--- config.mk ---
export PLATFORM = sky130hd
export DESIGN_NAME = timer_window_stim
export DESIGN_NICKNAME = d
export VERILOG_FILES = /design/src/rtl/timer_window_stim.sv
export SDC_FILE = /design/constraint.sdc
export NUM_CORES = 1
export LEC_CHECK = 0
export CELL_PAD_IN_SITES_DETAIL_PLACEMENT = 0
export CELL_PAD_IN_SITES_GLOBAL_PLACEMENT = 2
export CORE_AREA = 2 2 123 125
export CTS_CLUSTER_SIZE = 24
export DETAILED_ROUTE_END_ITERATION = 8
export DIE_AREA = 0 0 125 127
export GPL_ROUTABILITY_DRIVEN = 0
export GPL_TIMING_DRIVEN = 0
export PLACE_DENSITY_LB_ADDON = 0.05
export SKIP_CTS_REPAIR_TIMING = 1
export SLEW_MARGIN = 20
export SYNTH_ARGS = -nofsm -noshare
export SYNTH_HDL_FRONTEND = slang
export SYNTH_SLANG_ARGS = --single-unit
--- constraint.sdc ---
create_clock -name clk -period 6.43 [get_ports clk]
set_clock_uncertainty 0.15 [all_clocks]
set_input_delay 0.9645 -clock clk [delete_from_list [all_inputs] [get_ports clk]]
set_output_delay 0.9645 -clock clk [all_outputs]
set_load 0.005 [all_outputs]
--- src/rtl/timer_window_stim.sv ---
// timer_window_stim: drives the start (a) and stop (b) pulses of a window
// timer under test, measures how long its busy output (c) stays high and
// grades that length against the window rule T_MIN <= delay < T_MAX.
// Optional build macro TIMER_WINDOW_STIM_STATS_EN adds saturating pass/fail
// counters (pass_cnt, fail_cnt) with a synchronous clear input (stats_clr).
module timer_window_stim #(
  parameter int T_MIN    = 20,
  parameter int T_MAX    = 40,
  parameter int TOL      = 2,
  parameter int RISE_TMO = 4,
  parameter int CNT_W    = 16
) (
  input  logic             clk,
  input  logic             reset,
  input  logic             start,
  input  logic [CNT_W-1:0] delay,
  input  logic             send_b,
  input  logic             c_in,
  output logic             a_out,
  output logic             b_out,
  output logic             busy,
  output logic             done,
  output logic             pass,
  output logic [1:0]       err_code,
`ifdef TIMER_WINDOW_STIM_STATS_EN
  input  logic             stats_clr,
  output logic [CNT_W-1:0] pass_cnt,
  output logic [CNT_W-1:0] fail_cnt,
`endif
  output logic [CNT_W-1:0] meas_len
);

  localparam logic [2:0] S_IDLE   = 3'd0;
  localparam logic [2:0] S_FIRE   = 3'd1;
  localparam logic [2:0] S_RUN    = 3'd2;
  localparam logic [2:0] S_GRADE  = 3'd3;
  localparam logic [2:0] S_REPORT = 3'd4;

  localparam logic [1:0] E_OK     = 2'd0;
  localparam logic [1:0] E_NORISE = 2'd1;
  localparam logic [1:0] E_LEN    = 2'd2;
  localparam logic [1:0] E_NOFALL = 2'd3;

  // Thresholds brought to counter width once so every compare is width-matched.
  localparam logic [CNT_W-1:0] L_TMIN = CNT_W'(T_MIN);
  localparam logic [CNT_W-1:0] L_TMAX = CNT_W'(T_MAX);
  localparam logic [CNT_W-1:0] L_RISE = CNT_W'(RISE_TMO);
  localparam logic [CNT_W-1:0] L_TMO  = CNT_W'(T_MAX + TOL + RISE_TMO + 8);
  localparam logic [CNT_W-1:0] L_ONE  = CNT_W'(1);
  localparam logic [CNT_W:0]   L_TOL  = (CNT_W+1)'(TOL);

  logic [2:0]       r_state;
  logic [CNT_W-1:0] r_delay;
  logic             r_send_b;
  logic [CNT_W-1:0] r_cyc;
  logic [CNT_W-1:0] r_meas;
  logic             r_c_d;
  logic             r_seen;
  logic [1:0]       r_err;
  logic             r_pass;

  logic [CNT_W-1:0] w_cyc;
  logic [CNT_W-1:0] w_b_tgt;
  logic             w_seen;
  logic             w_rise_err;
  logic             w_fall;
  logic             w_tmo;
  logic [CNT_W-1:0] w_exp;
  logic [CNT_W:0]   w_m_ext;
  logic [CNT_W:0]   w_e_ext;
  logic [CNT_W:0]   w_diff;
  logic             w_len_ok;

  // Cycle count for the current RUN cycle: r_cyc is cleared in FIRE, so the
  // first RUN cycle sees 1. It saturates rather than wraps.
  always_comb begin
    w_cyc = (r_cyc == '1) ? r_cyc : r_cyc + L_ONE;
  end

  // RUN-state event decode. A zero delay is pulled up to 1 so b lands in the
  // first RUN cycle and never shares a cycle with a.
  always_comb begin
    w_b_tgt    = (r_delay == '0) ? L_ONE : r_delay;
    w_seen     = r_seen | c_in;
    w_rise_err = (w_cyc == L_RISE) && !w_seen;
    w_fall     = r_c_d && !c_in;
    w_tmo      = (w_cyc >= L_TMO);
  end

  // Expected window length and tolerance check, one bit wider than the
  // counters so the absolute difference cannot wrap.
  always_comb begin
    if (r_send_b && (r_delay >= L_TMIN) && (r_delay < L_TMAX))
      w_exp = r_delay;
    else
      w_exp = L_TMAX;
    w_m_ext  = {1'b0, r_meas};
    w_e_ext  = {1'b0, w_exp};
    w_diff   = (w_m_ext >= w_e_ext) ? (w_m_ext - w_e_ext) : (w_e_ext - w_m_ext);
    w_len_ok = (w_diff <= L_TOL);
  end

  // Transaction sequencer: IDLE -> FIRE -> RUN -> (GRADE) -> REPORT -> IDLE.
  always_ff @(posedge clk or negedge reset) begin
    if (!reset) begin
      r_state  <= S_IDLE;
      r_delay  <= '0;
      r_send_b <= 1'b0;
      r_cyc    <= '0;
      r_meas   <= '0;
      r_c_d    <= 1'b0;
      r_seen   <= 1'b0;
      r_err    <= E_OK;
      r_pass   <= 1'b0;
    end else begin
      case (r_state)
        S_IDLE: begin
          if (start) begin
            r_delay  <= delay;
            r_send_b <= send_b;
            r_meas   <= '0;
            r_err    <= E_OK;
            r_pass   <= 1'b0;
            r_state  <= S_FIRE;
          end
        end
        S_FIRE: begin
          // Discard any stale c history so only post-a activity is graded.
          r_cyc   <= '0;
          r_c_d   <= 1'b0;
          r_seen  <= 1'b0;
          r_state <= S_RUN;
        end
        S_RUN: begin
          r_cyc  <= w_cyc;
          r_c_d  <= c_in;
          r_seen <= w_seen;
          if (c_in && (r_meas != '1))
            r_meas <= r_meas + L_ONE;
          if (w_rise_err) begin
            r_err   <= E_NORISE;
            r_pass  <= 1'b0;
            r_state <= S_REPORT;
          end else if (w_fall) begin
            r_state <= S_GRADE;
          end else if (w_tmo) begin
            r_err   <= E_NOFALL;
            r_pass  <= 1'b0;
            r_state <= S_REPORT;
          end
        end
        S_GRADE: begin
          // Result is settled here so pass/err_code are valid alongside done.
          if (w_len_ok) begin
            r_pass <= 1'b1;
          end else begin
            r_err  <= E_LEN;
            r_pass <= 1'b0;
          end
          r_state <= S_REPORT;
        end
        S_REPORT: begin
          r_state <= S_IDLE;
        end
        default: begin
          r_state <= S_IDLE;
        end
      endcase
    end
  end

  // Output decode; everything comes straight from registered state, c_in
  // never reaches an output combinationally.
  always_comb begin
    a_out    = (r_state == S_FIRE);
    b_out    = (r_state == S_RUN) && r_send_b && (w_cyc == w_b_tgt);
    busy     = (r_state != S_IDLE);
    done     = (r_state == S_REPORT);
    pass     = r_pass;
    err_code = r_err;
    meas_len = r_meas;
  end

`ifdef TIMER_WINDOW_STIM_STATS_EN
  logic [CNT_W-1:0] r_pass_cnt;
  logic [CNT_W-1:0] r_fail_cnt;

  // Saturating result tallies; a clear in the same cycle as done wins.
  always_ff @(posedge clk or negedge reset) begin
    if (!reset) begin
      r_pass_cnt <= '0;
      r_fail_cnt <= '0;
    end else if (stats_clr) begin
      r_pass_cnt <= '0;
      r_fail_cnt <= '0;
    end else if (r_state == S_REPORT) begin
      if (r_pass) begin
        if (r_pass_cnt != '1) r_pass_cnt <= r_pass_cnt + L_ONE;
      end else begin
        if (r_fail_cnt != '1) r_fail_cnt <= r_fail_cnt + L_ONE;
      end
    end
  end

  // Counter outputs.
  always_comb begin
    pass_cnt = r_pass_cnt;
    fail_cnt = r_fail_cnt;
  end
`endif

endmodule
==> key figures <==
Timing
  • Finish-stage setup viols: 0
  • Post-route setup TNS: 0 ns
  • Tmin final: 5.840 ns
  • Hold WS: 0.3311 ns
  • Final hold viol count: 0
  • FMAX: 0.1712 GHz
  • Unrepaired setup endpoints after global routing: no
  • Slew Viols, Final: 0
  • Crit share post-route: 90.83%
  • Pin slew with the least headroom to its limit: 0.8348 ns
  • Slew margin rel.: 43.83%

Clock network
  • H-tree level count: 3
  • Clock transition at path regs: 0.06 ns
  • CTS tree: built
  • Bufs on Longest Clock Path: 2
  • Total CTS buffers: 9
  • Worst-Skew Late Latency: 0.33 ns
  • CTS Sinks: 57
  • CTS Root Cell: clkbuf_16

Synthesis
  • Seq cells post-synth: 57
  • Seq/Total Area, Yosys: 27.84%
  • Post-Synthesis Cells: 616
  • Post-synth EDFFs: 0
  • Yosys top cell by area: dfrtp_1
  • List of most frequent post-synthesis cells: dfrtp_1 (57), nand2_1 (46), a21oi_1 (45), nor2_1 (45), o21ai_0 (38)
  • Most frequent cell after synthesis: dfrtp_1
  • Post-synth ARST share: 100.0%
  • Ranking of synthesized cells by area: dfrtp_1 (28%), ha_1 (8.3%), xnor2_1 (5.3%)
  • Top_reg_cell synth: dfrtp_1
  • Yosys warns: 0
  • Unique masters post-synth: 68
  • Avg Cell Area, Syn: 8.318 um^2
  • Post-synth top area share: 27.84%
  • Synthesized area: 5124 um^2

Layout
  • Final net count: 746
  • Syn-to-layout area delta: 21.39%
  • Non-filler cells, final: 878
  • Layout cell share with drive strength beyond 1: 8.934%
  • Antenna fix cells: 0
  • Post-route cell area: 6220 um^2

Place
  • Hpwl dp: 12750 um
  • Placed cell count: 862
  • Port-buffer cells: 43
  • Area after detailed placement: 5869 um^2

Routing
  • DR WL/cell: 18.26 um
  • Post-route ant nets: 0
  • Routed vias/inst: 5.490
  • First-pass DRT Iterations: 4
  • Initial detailed-routing violation count: 341
  • Via count: 4820
  • Routed WL: 16030 um
  • Residual DRC: 0

Global route
  • Pin count of the biggest net entering global routing: 30
  • Grt ovf: 0
  • Total track usage: 20.04%
  • Global-route wire length before repair: 25250 um
  • Initial antenna violation count: 0
  • Vias in the first global route: 4676

Power
  • Clock share of power: 29.8%
  • Leak pwr: 2.546 nW
  • Sw Ratio: 38.17%
  • Max IR drop VDD: 0.1711 mV
  • Power share of the sequential group: 31.0%
  • P_sw: 0.0007173 W
  • Pwr Density: 302.2 nW/um^2
  • Combinational share of power: 39.1%
  • Internal Power: 0.001162 W

Critical path
  • Arrival time at the worst endpoint: 5.90 ns
  • Critical Path RT: 6.49 ns
  • CP startpoint kind: flop
  • CP Max Fanout: 6
  • CP Class: reg2reg
  • Crit. End Element: flop

Die
  • Die Span X: 125 um
  • Std cell rows: 44
  • Initial Util: 35.52%
  • Core Area: 14420 um^2
  • Die Footprint: 15880 um^2
  • Die Ht: 127 um
  • Ports: 44

Run status
  • Status: complete, no violations

Job
  • Max-cap violations: 0

Hold path
  • Path type of the worst min-delay path: reg2reg
## worst max-delay path, cell delays in order (launching register included)
cell,delay [ns]
dfrtp_1,0.44
or4_1,0.53
nor4_1,0.58
and3_1,0.41
nand2_1,0.13
inv_1,0.07
ha_1,0.16
inv_1,0.06
fa_1,0.43
nand3_1,0.14
a21oi_1,0.11
nor3_1,0.50
o21ba_1,0.18
nor3_1,0.05
or4_1,0.58
a2111oi_2,0.31
nand4_1,0.24
o31ai_2,0.32
mux2_1,0.35
## power groups by stage
stage	Clock (W)	Sequential, W	Combinational [W]
finish	0.000561	0.000583	0.000736
detailed placement	0	0.000590	0.000733
floorplan	0	0.000537	0.000501
CTS	0.000573	0.000585	0.000737
global route	0.000593	0.000595	0.000809
global placement	0	0.000587	0.000728
## routing by layer
layer  wire length [um]  global-route usage, %
met1               6989                  24.07
met2               8464                  37.44
met3                280                  2.722
met4                296                  5.686
met5                  0                      0
## registers in the layout, indices dropped and copies added, names as in the netlist
register,flops
err_code,2
meas_len,16
pass,1
r_c_d,1
r_cyc,16
r_delay,16
r_seen,1
r_send_b,1
r_state,3
## stage by stage
| step | setup WS [ns] | total power, W | utilization [%] |
|---|---|---|---|
| after floorplan | 1.727 | 0.001038 | - |
| after global placement | 0.5927 | 0.001315 | 40.57 |
| after detailed placement | 0.5648 | 0.001324 | 40.69 |
| after CTS | 0.5442 | 0.001895 | 43.12 |
| after global routing | 0.2497 | 0.001996 | 43.12 |
| final | 0.5896 | 0.001879 | 43.12 |
## final timing paths
kind / startpoint / end / slack (ns) / depth (start not counted)
max in group asynchronous: reset / meas_len[8]$_DFFE_PN0P_ / 5.20 / 2
min in group asynchronous: reset / r_cyc[10]$_DFFE_PN0P_ / 0.42 / 1
setup reg to reg: r_delay[11]$_DFFE_PN0P_ / err_code[0]$_DFFE_PN0P_ / 0.59 / 18
setup / recovery: r_delay[11]$_DFFE_PN0P_ / err_code[0]$_DFFE_PN0P_ / 0.59 / 18
hold / removal: r_c_d$_DFFE_PN0P_ / r_c_d$_DFFE_PN0P_ / 0.33 / 2
hold reg to reg: r_c_d$_DFFE_PN0P_ / r_c_d$_DFFE_PN0P_ / 0.33 / 2
## final cells by class
type	instances	area [um^2]
fill	1480	8204
multi-input combinational	511	3496
sequential	57	1426
timing repair buffer	44	447.9
tap	184	230.2
clock buffer	9	225.2
inverter	36	135.1
buffer	30	133.9
clock inverter	7	125.1
## cells in the final DEF (no fill, tap or decap), types with 18 or more instances in the layout
cell type	count
dfrtp_1	57
nand2_1	46
nor2_1	45
a21oi_1	45
clkdlybuf4s50_1	42
o21ai_0	38
inv_1	36
ha_1	34
xnor2_1	31
conb_1	20
mux2_2	18
## cells by family (layout without fill, tap and decap cells)
group,count (synthesis),in the layout,synth area share [%]
xor gates and xnor gates,46,46,7.863
DFF,57,57,27.84
buffers and inverters,66,126,5.250
other,2,20,0.1466
adders and majority gates,36,36,9.084
and+or+nand+nor,214,214,22.74
AOI/OAI and AO/OA,169,169,21.54
muxes,26,26,5.543
(Power assumes the default switching activity.)
